[config.mk]
export PLATFORM = sky130hd
export DESIGN_NAME = rom_access_arbiter
export DESIGN_NICKNAME = d
export VERILOG_FILES = /design/src/rtl/rom_access_arbiter.sv
export SDC_FILE = /design/constraint.sdc
export NUM_CORES = 1
export LEC_CHECK = 0
export BUFFER_PORTS_ARGS = -buffer_cell sky130_fd_sc_hd__buf_2
export CAP_MARGIN = 25
export CORE_ASPECT_RATIO = 1.4
export CORE_MARGIN = 2
export CORE_UTILIZATION = 35
export DETAILED_ROUTE_END_ITERATION = 10
export GPL_TIMING_DRIVEN = 0
export PLACE_DENSITY_LB_ADDON = 0.15
export SLEW_MARGIN = 30
export SYNTH_ARGS = -nofsm -noshare
export SYNTH_HDL_FRONTEND = slang
export SYNTH_SLANG_ARGS = --single-unit
[constraint.sdc]
create_clock -name clk_i -period 1.2 [get_ports clk_i]
set_clock_uncertainty 0.1 [all_clocks]
set_input_delay 0.06 -clock clk_i [delete_from_list [all_inputs] [get_ports clk_i]]
set_output_delay 0.06 -clock clk_i [all_outputs]
set_load 0.01 [all_outputs]
[src/rtl/rom_access_arbiter.sv]
// -----------------------------------------------------------------------------
// rom_access_arbiter
//
// Shares one synchronous ID/password ROM between two requesters
// (port 0: user-ID controller, port 1: password controller).
// One access is granted at a time.
//
// For each access the arbiter:
//   - drives the registered ROM address,
//   - waits out ROM_LAT cycles,
//   - captures rom_q_i,
//   - returns the word to the owner with a one-cycle acknowledge.
//
// Arbitration is round-robin. A port is not considered in the IDLE cycle in
// which its own ack is high, so the requester has one cycle to drop its
// request or present a new address. The other port may be granted in that
// cycle.
//
// Optional feature macro: ROM_ARB_LOCK_EN
//   Defined:   while the current owner's lock input is high in IDLE, the other
//              port is ignored. The owner keeps the ROM across a multi-digit
//              burst. After the owner's ack cycle, its next request is granted
//              on the following cycle. A low lock seen in IDLE releases the
//              lock.
//   Undefined: lock0_i/lock1_i are ignored and arbitration is pure round-robin.
//
// Parameters
//   ADDR_W   ROM address width
//   DATA_W   ROM data width (one digit)
//   ROM_LAT  wait cycles between driving rom_addr_o and sampling rom_q_i (>=1)
//
// Ports
//   clk_i               system clock, rising edge
//   rst_i               synchronous active-high reset
//   req0_i / req1_i     access request, held until ack of the same port
//   addr0_i / addr1_i   requested address, stable while the request is high
//   lock0_i / lock1_i   keep ownership across consecutive accesses
//   ack0_o / ack1_o     one-cycle pulse: data valid
//   data0_o / data1_o   captured ROM word, held until the next ack to that port
//   rom_addr_o          registered ROM address
//   rom_q_i             ROM output
//   busy_o              high whenever the arbiter is not idle
//   owner_o             port currently or most recently granted
// -----------------------------------------------------------------------------
module rom_access_arbiter #(
  parameter int ADDR_W  = 5,
  parameter int DATA_W  = 4,
  parameter int ROM_LAT = 2
) (
  input  logic              clk_i,
  input  logic              rst_i,
  input  logic              req0_i,
  input  logic              req1_i,
  input  logic [ADDR_W-1:0] addr0_i,
  input  logic [ADDR_W-1:0] addr1_i,
  input  logic              lock0_i,
  input  logic              lock1_i,
  output logic              ack0_o,
  output logic              ack1_o,
  output logic [DATA_W-1:0] data0_o,
  output logic [DATA_W-1:0] data1_o,
  output logic [ADDR_W-1:0] rom_addr_o,
  input  logic [DATA_W-1:0] rom_q_i,
  output logic              busy_o,
  output logic              owner_o
);

  localparam int CNT_W = $clog2(ROM_LAT + 1);

  typedef enum logic [1:0] {
    ST_IDLE  = 2'd0,
    ST_WAIT  = 2'd1,
    ST_CATCH = 2'd2
  } state_t;

  state_t              state_q, state_d;
  logic [CNT_W-1:0]    cnt_q, cnt_d;
  logic [ADDR_W-1:0]   rom_addr_q, rom_addr_d;
  logic                owner_q, owner_d;
  logic                last_q, last_d;
  logic                ack0_q, ack0_d;
  logic                ack1_q, ack1_d;
  logic [DATA_W-1:0]   data0_q, data0_d;
  logic [DATA_W-1:0]   data1_q, data1_d;
  logic                busy_q, busy_d;

  logic                elig0_s;
  logic                elig1_s;
  logic                grant_s;
  logic                win_s;

`ifdef ROM_ARB_LOCK_EN
  logic                lock_own_s;
  assign lock_own_s = owner_q ? lock1_i : lock0_i;
`else
  logic                unused_lock_s;
  assign unused_lock_s = lock0_i ^ lock1_i;
`endif

  // Request eligibility (ack-cycle exclusion, optional lock) and winner pick
  always_comb begin
    // A port whose ack is showing this cycle still has its old request up.
    elig0_s = req0_i & ~ack0_q;
    elig1_s = req1_i & ~ack1_q;
`ifdef ROM_ARB_LOCK_EN
    // A locked owner shuts the other port out entirely while idle.
    if (lock_own_s) begin
      if (owner_q) begin
        elig0_s = 1'b0;
      end else begin
        elig1_s = 1'b0;
      end
    end else begin
      elig0_s = elig0_s;
    end
`endif
    grant_s = elig0_s | elig1_s;
    // On a tie, the port that did not win last time goes next.
    if (elig0_s && elig1_s) begin
      win_s = ~last_q;
    end else begin
      win_s = elig1_s;
    end
  end

  // Next-state and output computation for the IDLE/WAIT/CATCH sequencer
  always_comb begin
    state_d    = state_q;
    cnt_d      = cnt_q;
    rom_addr_d = rom_addr_q;
    owner_d    = owner_q;
    last_d     = last_q;
    ack0_d     = 1'b0;
    ack1_d     = 1'b0;
    data0_d    = data0_q;
    data1_d    = data1_q;
    case (state_q)
      ST_IDLE: begin
        if (grant_s) begin
          state_d    = ST_WAIT;
          cnt_d      = '0;
          rom_addr_d = win_s ? addr1_i : addr0_i;
          owner_d    = win_s;
        end else begin
          state_d = ST_IDLE;
        end
      end
      ST_WAIT: begin
        // The counter runs 0..ROM_LAT-1 in WAIT, so WAIT lasts ROM_LAT cycles.
        cnt_d = cnt_q + CNT_W'(1);
        if (cnt_q == CNT_W'(ROM_LAT - 1)) begin
          state_d = ST_CATCH;
        end else begin
          state_d = ST_WAIT;
        end
      end
      ST_CATCH: begin
        if (owner_q) begin
          ack1_d  = 1'b1;
          data1_d = rom_q_i;
        end else begin
          ack0_d  = 1'b1;
          data0_d = rom_q_i;
        end
        last_d  = owner_q;
        state_d = ST_IDLE;
      end
      default: begin
        state_d = ST_IDLE;
      end
    endcase
    busy_d = (state_d != ST_IDLE);
  end

  // State and output registers with synchronous reset
  always_ff @(posedge clk_i) begin
    if (rst_i) begin
      state_q    <= ST_IDLE;
      cnt_q      <= '0;
      rom_addr_q <= '0;
      owner_q    <= 1'b0;
      last_q     <= 1'b1;
      ack0_q     <= 1'b0;
      ack1_q     <= 1'b0;
      data0_q    <= '0;
      data1_q    <= '0;
      busy_q     <= 1'b0;
    end else begin
      state_q    <= state_d;
      cnt_q      <= cnt_d;
      rom_addr_q <= rom_addr_d;
      owner_q    <= owner_d;
      last_q     <= last_d;
      ack0_q     <= ack0_d;
      ack1_q     <= ack1_d;
      data0_q    <= data0_d;
      data1_q    <= data1_d;
      busy_q     <= busy_d;
    end
  end

  assign ack0_o     = ack0_q;
  assign ack1_o     = ack1_q;
  assign data0_o    = data0_q;
  assign data1_o    = data1_q;
  assign rom_addr_o = rom_addr_q;
  assign busy_o     = busy_q;
  assign owner_o    = owner_q;

endmodule

Yosys cells after proc, flatten, opt, wreduce, memory -nomap -nowiden
Cells that the tools add are included.
{"block": "op_classes", "n_addsub": 1, "eq_ne": 4, "muxes": 9, "n_bitwise": 8, "n_reduce_logical": 9}
{"op": "$pmux W2 S2", "count": 2}
{"op": "$reduce_and A2 Y1", "count": 4}
{"op": "$mux W5", "count": 1}
{"op": "$not A1 Y1", "count": 5}
{"op": "$eq A2 B1 Y1 const B", "count": 2}
{"op": "$mux W1", "count": 4}
{"op": "$mux W2", "count": 2}
{"op": "$reduce_bool A2 Y1", "count": 2}
{"op": "$add A2 B1 Y2 const B", "count": 1}
{"op": "$and A1 B1 Y1", "count": 2}
{"op": "$eq A2 B2 Y1 const B", "count": 1}
{"op": "$logic_not A2 Y1", "count": 1}
{"op": "$ne A2 B2 Y1 const B", "count": 1}
{"op": "$reduce_or A2 Y1", "count": 1}
{"op": "$logic_and A1 B1 Y1", "count": 1}
{"op": "$or A1 B1 Y1", "count": 1}
{"block": "word_totals", "ff_bits": 22, "inputBits": 20, "wordCells": 41}

Logic depth before layout (Yosys ltp)
{"block": "depth", "depth_word": 6, "depth_mapped": 5, "ltp_nobuf": 5}

Worst setup path before layout
No wires, ideal clock.
{"block": "synth_path", "kind": "reg-to-reg", "startpoint": "reg ack1_q, in the netlist ack1_o", "endpoint": "reg rom_addr_q[0], in the netlist rom_addr_o[0]", "arrival_time_ns": 1.046, "t_required_ns": 0.961, "setup_slack_ns": -0.085, "path_stages_with_launch": 5, "n_path_buf": 0, "period_less_slack_ns": 1.285, "path_cell_list": "dfxtp_1 nor2b_4 a21boi_4 mux2i_1 a211oi_2"}
{"block": "synth_between", "elab_chain_len": 5}
{"item": "start, declared", "line_no": "82", "source": "logic ack1_q, ack1_d;"}
{"item": "start signal, assigned", "line_no": "195", "source": "ack1_q <= ack1_d;"}
{"item": "$not A1 Y1 (*)", "line_no": "104", "source": "elig1_s = req1_i & ~ack1_q;"}
{"item": "$and A1 B1 Y1 (*)", "line_no": "104"}
{"item": "$logic_and A1 B1 Y1", "line_no": "119", "source": "if (elig0_s && elig1_s) begin"}
{"item": "$mux W1", "line_no": "119"}
{"item": "$mux W5", "line_no": "142", "source": "rom_addr_d = win_s ? addr1_i : addr0_i;"}
{"item": "end signal, assigned", "line_no": "191", "source": "rom_addr_q <= rom_addr_d;"}
{"item": "end, declared", "line_no": "78", "source": "logic [ADDR_W-1:0] rom_addr_q, rom_addr_d;"}
Every way passes the cells marked *; elsewhere a longest branch is shown, timed or not.
A chain may end at the register's enable or synchronous reset.

Worst setup path in the final report
{"block": "layout_path", "startpoint": "reg ack1_q, in the netlist ack1_o", "endpoint": "reg rom_addr_q[4], in the netlist rom_addr_o[4]"}
The elaborated chain is that of the path after synthesis.

==> out/qor.csv <==
stage,metric,value,unit
status,outcome,"finished, violations left",
status,violated checks,"hold timing, setup timing",
logic_synthesis,ys async rst share,0,
critical_path,Worst EP required,1.28,ns
logic_synthesis,syn_nets,106,
clocking,CTS H-tree lvls,1,
logic_synthesis,Avg Inst Size Synth,10.5,sq um
critical_path,Critical Path Sink Type,flip-flop,
power_and_ir_drop,maximum VDD drop,0.706,mV
timing,WHS,-0.149,ns
logic_synthesis,synth warn,0,
clocking,Clock Sinks,22,
timing,final-report max-slew violation count,0,
critical_path,CP max-delay cell,dfxtp_2,
route,DR pass1 iterations,2,
clocking,Clock Latency Late Sink,0.30,ns
timing,RSZ-0062 raised after global routing,yes,
power_and_ir_drop,clock share of power,0.275,
power_and_ir_drop,share of total power in combinational logic,0.187,
die,IO Count,37,
logic_synthesis,primary flip-flop cell chosen by synthesis mapping,dfxtp_1,
die,core area,0.00239,sq mm
route,antenna-violating nets left,0,
route,DRC,0,
die,Die X,46.6,microns
power_and_ir_drop,pwr dens,1140,mW/mm^2
cells_and_area,Final nets,158,
logic_synthesis,Synth Instances,85,
route,DRT iter0 DRCs,16,
die,Core Rows,21,
power_and_ir_drop,P_sw,0.375,mW
logic_synthesis,post-synthesis sequential area ratio,0.495,
cells_and_area,final core utilization,0.540,
die,Initial Utilization,0.372,
grt,Total GRT Usage,0.143,
power_and_ir_drop,Sw Share,0.255,
logic_synthesis,most common cell in the synthesized netlist,dfxtp_1,
power_and_ir_drop,Lkg Pwr,0.610,nW
grt,initial antenna violation count,0,
route,Via Count,762,
clocking,"Clk pin slew, worst setup/hold paths",0.12,ns
critical_path,highest net fanout along the worst path,6,
route,WL final,1900,microns
placement,DP Wirelength,1320,microns
logic_synthesis,Post-synth top cells,"22 x dfxtp_1, 21 x nor2_1, 14 x mux2i_1, 5 x a211oi_2",
logic_synthesis,Post-synth EDFFs,0,
cells_and_area,final instance area,0.00129,sq mm
grt,vias in the first global route,789,
timing,Slew HR,0.617,
cells_and_area,synthesis-to-finish area growth,45.0,%
cells_and_area,antenna diode instance count,0,
logic_synthesis,Mapped Area,890,sq um
clocking,CTS tree,yes,
placement,dpl ws,-0.169,ns
logic_synthesis,top-area cell type share of the netlist area,0.495,
critical_path,Max stage delay on crit path,0.35,ns
power_and_ir_drop,Cell Int Power,1.10,mW
power_and_ir_drop,register share of total power,0.538,
clocking,clock buffer depth,2,
timing,Finish-stage setup viols,7,
logic_synthesis,dominant cells by area after synthesis,"dfxtp_1 50%, mux2i_1 16%, nor2_1 8.9%, a211oi_2 7.0%, nor2b_4 3.1%",
grt,first-pass GRT wire length,3170,microns
route,DR WL/cell,11.1,microns
critical_path,type of the worst setup path,flip-flop to flip-flop,
logic_synthesis,top cell type by total area after synthesis,dfxtp_1,
die,die footprint,0.00297,sq mm
clocking,CTS Buf Count,3,
clocking,root buf cell,clkbuf_4,
cells_and_area,layout cells sized above 1,0.441,
timing,worst slew pin tran,0.575,ns
job,max-cap check violation count,0,
placement,PortBufs,34,
timing,setup TNS,-0.802,ns
grt,largest net degree at the start of global routing,13,
placement,area of placed instances,0.00110,sq mm
placement,final RePlAce weighted congestion,0.698,
min_path,HP Class,primary input to flip-flop,
clocking,count of hold-fix buffers inserted at cts,9,
route,DR vias/cell,4.48,
grt,GR Overflow Total,0,
timing,final worst-path cycle share,1.14,
timing,fmax,732,MHz
timing,Final min period,1.37,ns
logic_synthesis,Yosys cell types,23,
die,Die Span Y,63.7,microns
timing,final hold vios,2,
critical_path,critical path arrival,1.44,ns
logic_synthesis,#FFs+latches synth,22,
timing,PnR worst setup slack,-0.167,ns
critical_path,Worst Setup Start Kind,flip-flop,
critical_path,CP Cell Sequence,nor2b_4 > a21boi_4 > mux2i_1 > a211oi_2,
-- state kept, by name (all words and copies together), names as in the netlist --
signal,count
ack0_o,1
cnt_q,2
busy_o,1
ack1_o,1
state_q,2
owner_o,1
data0_o,4
data1_o,4
last_q,1
rom_addr_o,5
-- power by group through the flow --
stage                     Clock (mW)  Combinational [mW]  Sequential, mW
after floorplan                    0               0.143           0.819
after global placement             0               0.234           0.805
after detailed placement           0               0.239           0.807
after CTS                      0.417               0.270           0.793
after global routing           0.443               0.307           0.799
final                          0.405               0.276           0.792
-- critical path, delay by kind of cell, from the launching register on --
| kind | cells | cell delay, ns |
|---|---|---|
| compound gates | 2 | 0.41 |
| flops | 1 | 0.35 |
| mux | 1 | 0.26 |
| simple gates | 1 | 0.12 |
-- metal layers --
| metal | up-vias | share of wire | GRT usage |
|---|---|---|---|
| li1 | 391 | - | - |
| met2 | 26 | 0.50 | 0.243 |
| met1 | 343 | 0.44 | 0.167 |
| met4 | 0 | 0.0090 | 0.0625 |
| met3 | 2 | 0.058 | 0.0229 |
| met5 | - | 0 | 0 |
-- layout make-up --
type	instances	area [sq um]
Fill cell	230	1100
Tap cell	34	42.5
Clock buffer	4	36.3
Buffer	3	18.8
Sequential cell	22	449
Timing Repair Buffer	47	294
Multi-Input combinational cell	59	445
Inverter	1	3.75
-- through the flow --
stage / power (mW) / instances
5_1_grt: 1.55 / 170
4_1_cts: 1.48 / 169
6_report: 1.47 / 170
2_1_floorplan: 0.962 / 85
3_3_place_gp: 1.04 / 153
3_5_place_dp: 1.05 / 153
-- worst paths after layout --
| path | cells after the start | end | slack (ns) | start |
|---|---|---|---|---|
| max reg2reg | 4 | rom_addr_o[4]$_SDFFE_PP0P_ | -0.17 | ack1_o$_SDFF_PP0_ |
| min reg2reg | 1 | ack0_o$_SDFF_PP0_ | 0.37 | owner_o$_SDFFE_PP0P_ |
| min | 2 | state_q[1]$_SDFF_PP0_ | -0.15 | rst_i |
| max | 4 | rom_addr_o[4]$_SDFFE_PP0P_ | -0.17 | ack1_o$_SDFF_PP0_ |
-- repair_timing --
| item | CTS | global route |
|---|---|---|
| hold endpoints to repair | 13 | 2 |
| setup endpoints to repair | 15 | 18 |
| pin swaps | 4 | 5 |
| gates cloned | 0 | 0 |
| setup buffers | 3 | 1 |
| gates resized for setup | 5 | 4 |
-- cell families (layout without fill, tap and decap cells) --
group | after synthesis | in the layout | share of synthesized area
and+or+nand+nor | 33 | 33 | 0.188
DFF | 22 | 22 | 0.495
muxes | 14 | 14 | 0.158
AOI/OAI and AO/OA | 11 | 11 | 0.124
buffers and inverters | 4 | 55 | 0.0211
adders and majority gates | 1 | 1 | 0.0141
-- cell usage in the layout, fill, tap and decap left out, types with 2 or more instances in the layout --
cell type and n:
a211oi_2 5, a21oi_1 2, buf_2 34, buf_4 3, buf_6 2, clkbuf_4 3, dfxtp_1 17, dfxtp_2 4
dlygate4sd3_1 9, mux2i_1 14, nand3b_1 2, nor2_1 20, nor2b_4 2
(Power assumes the default switching activity.)
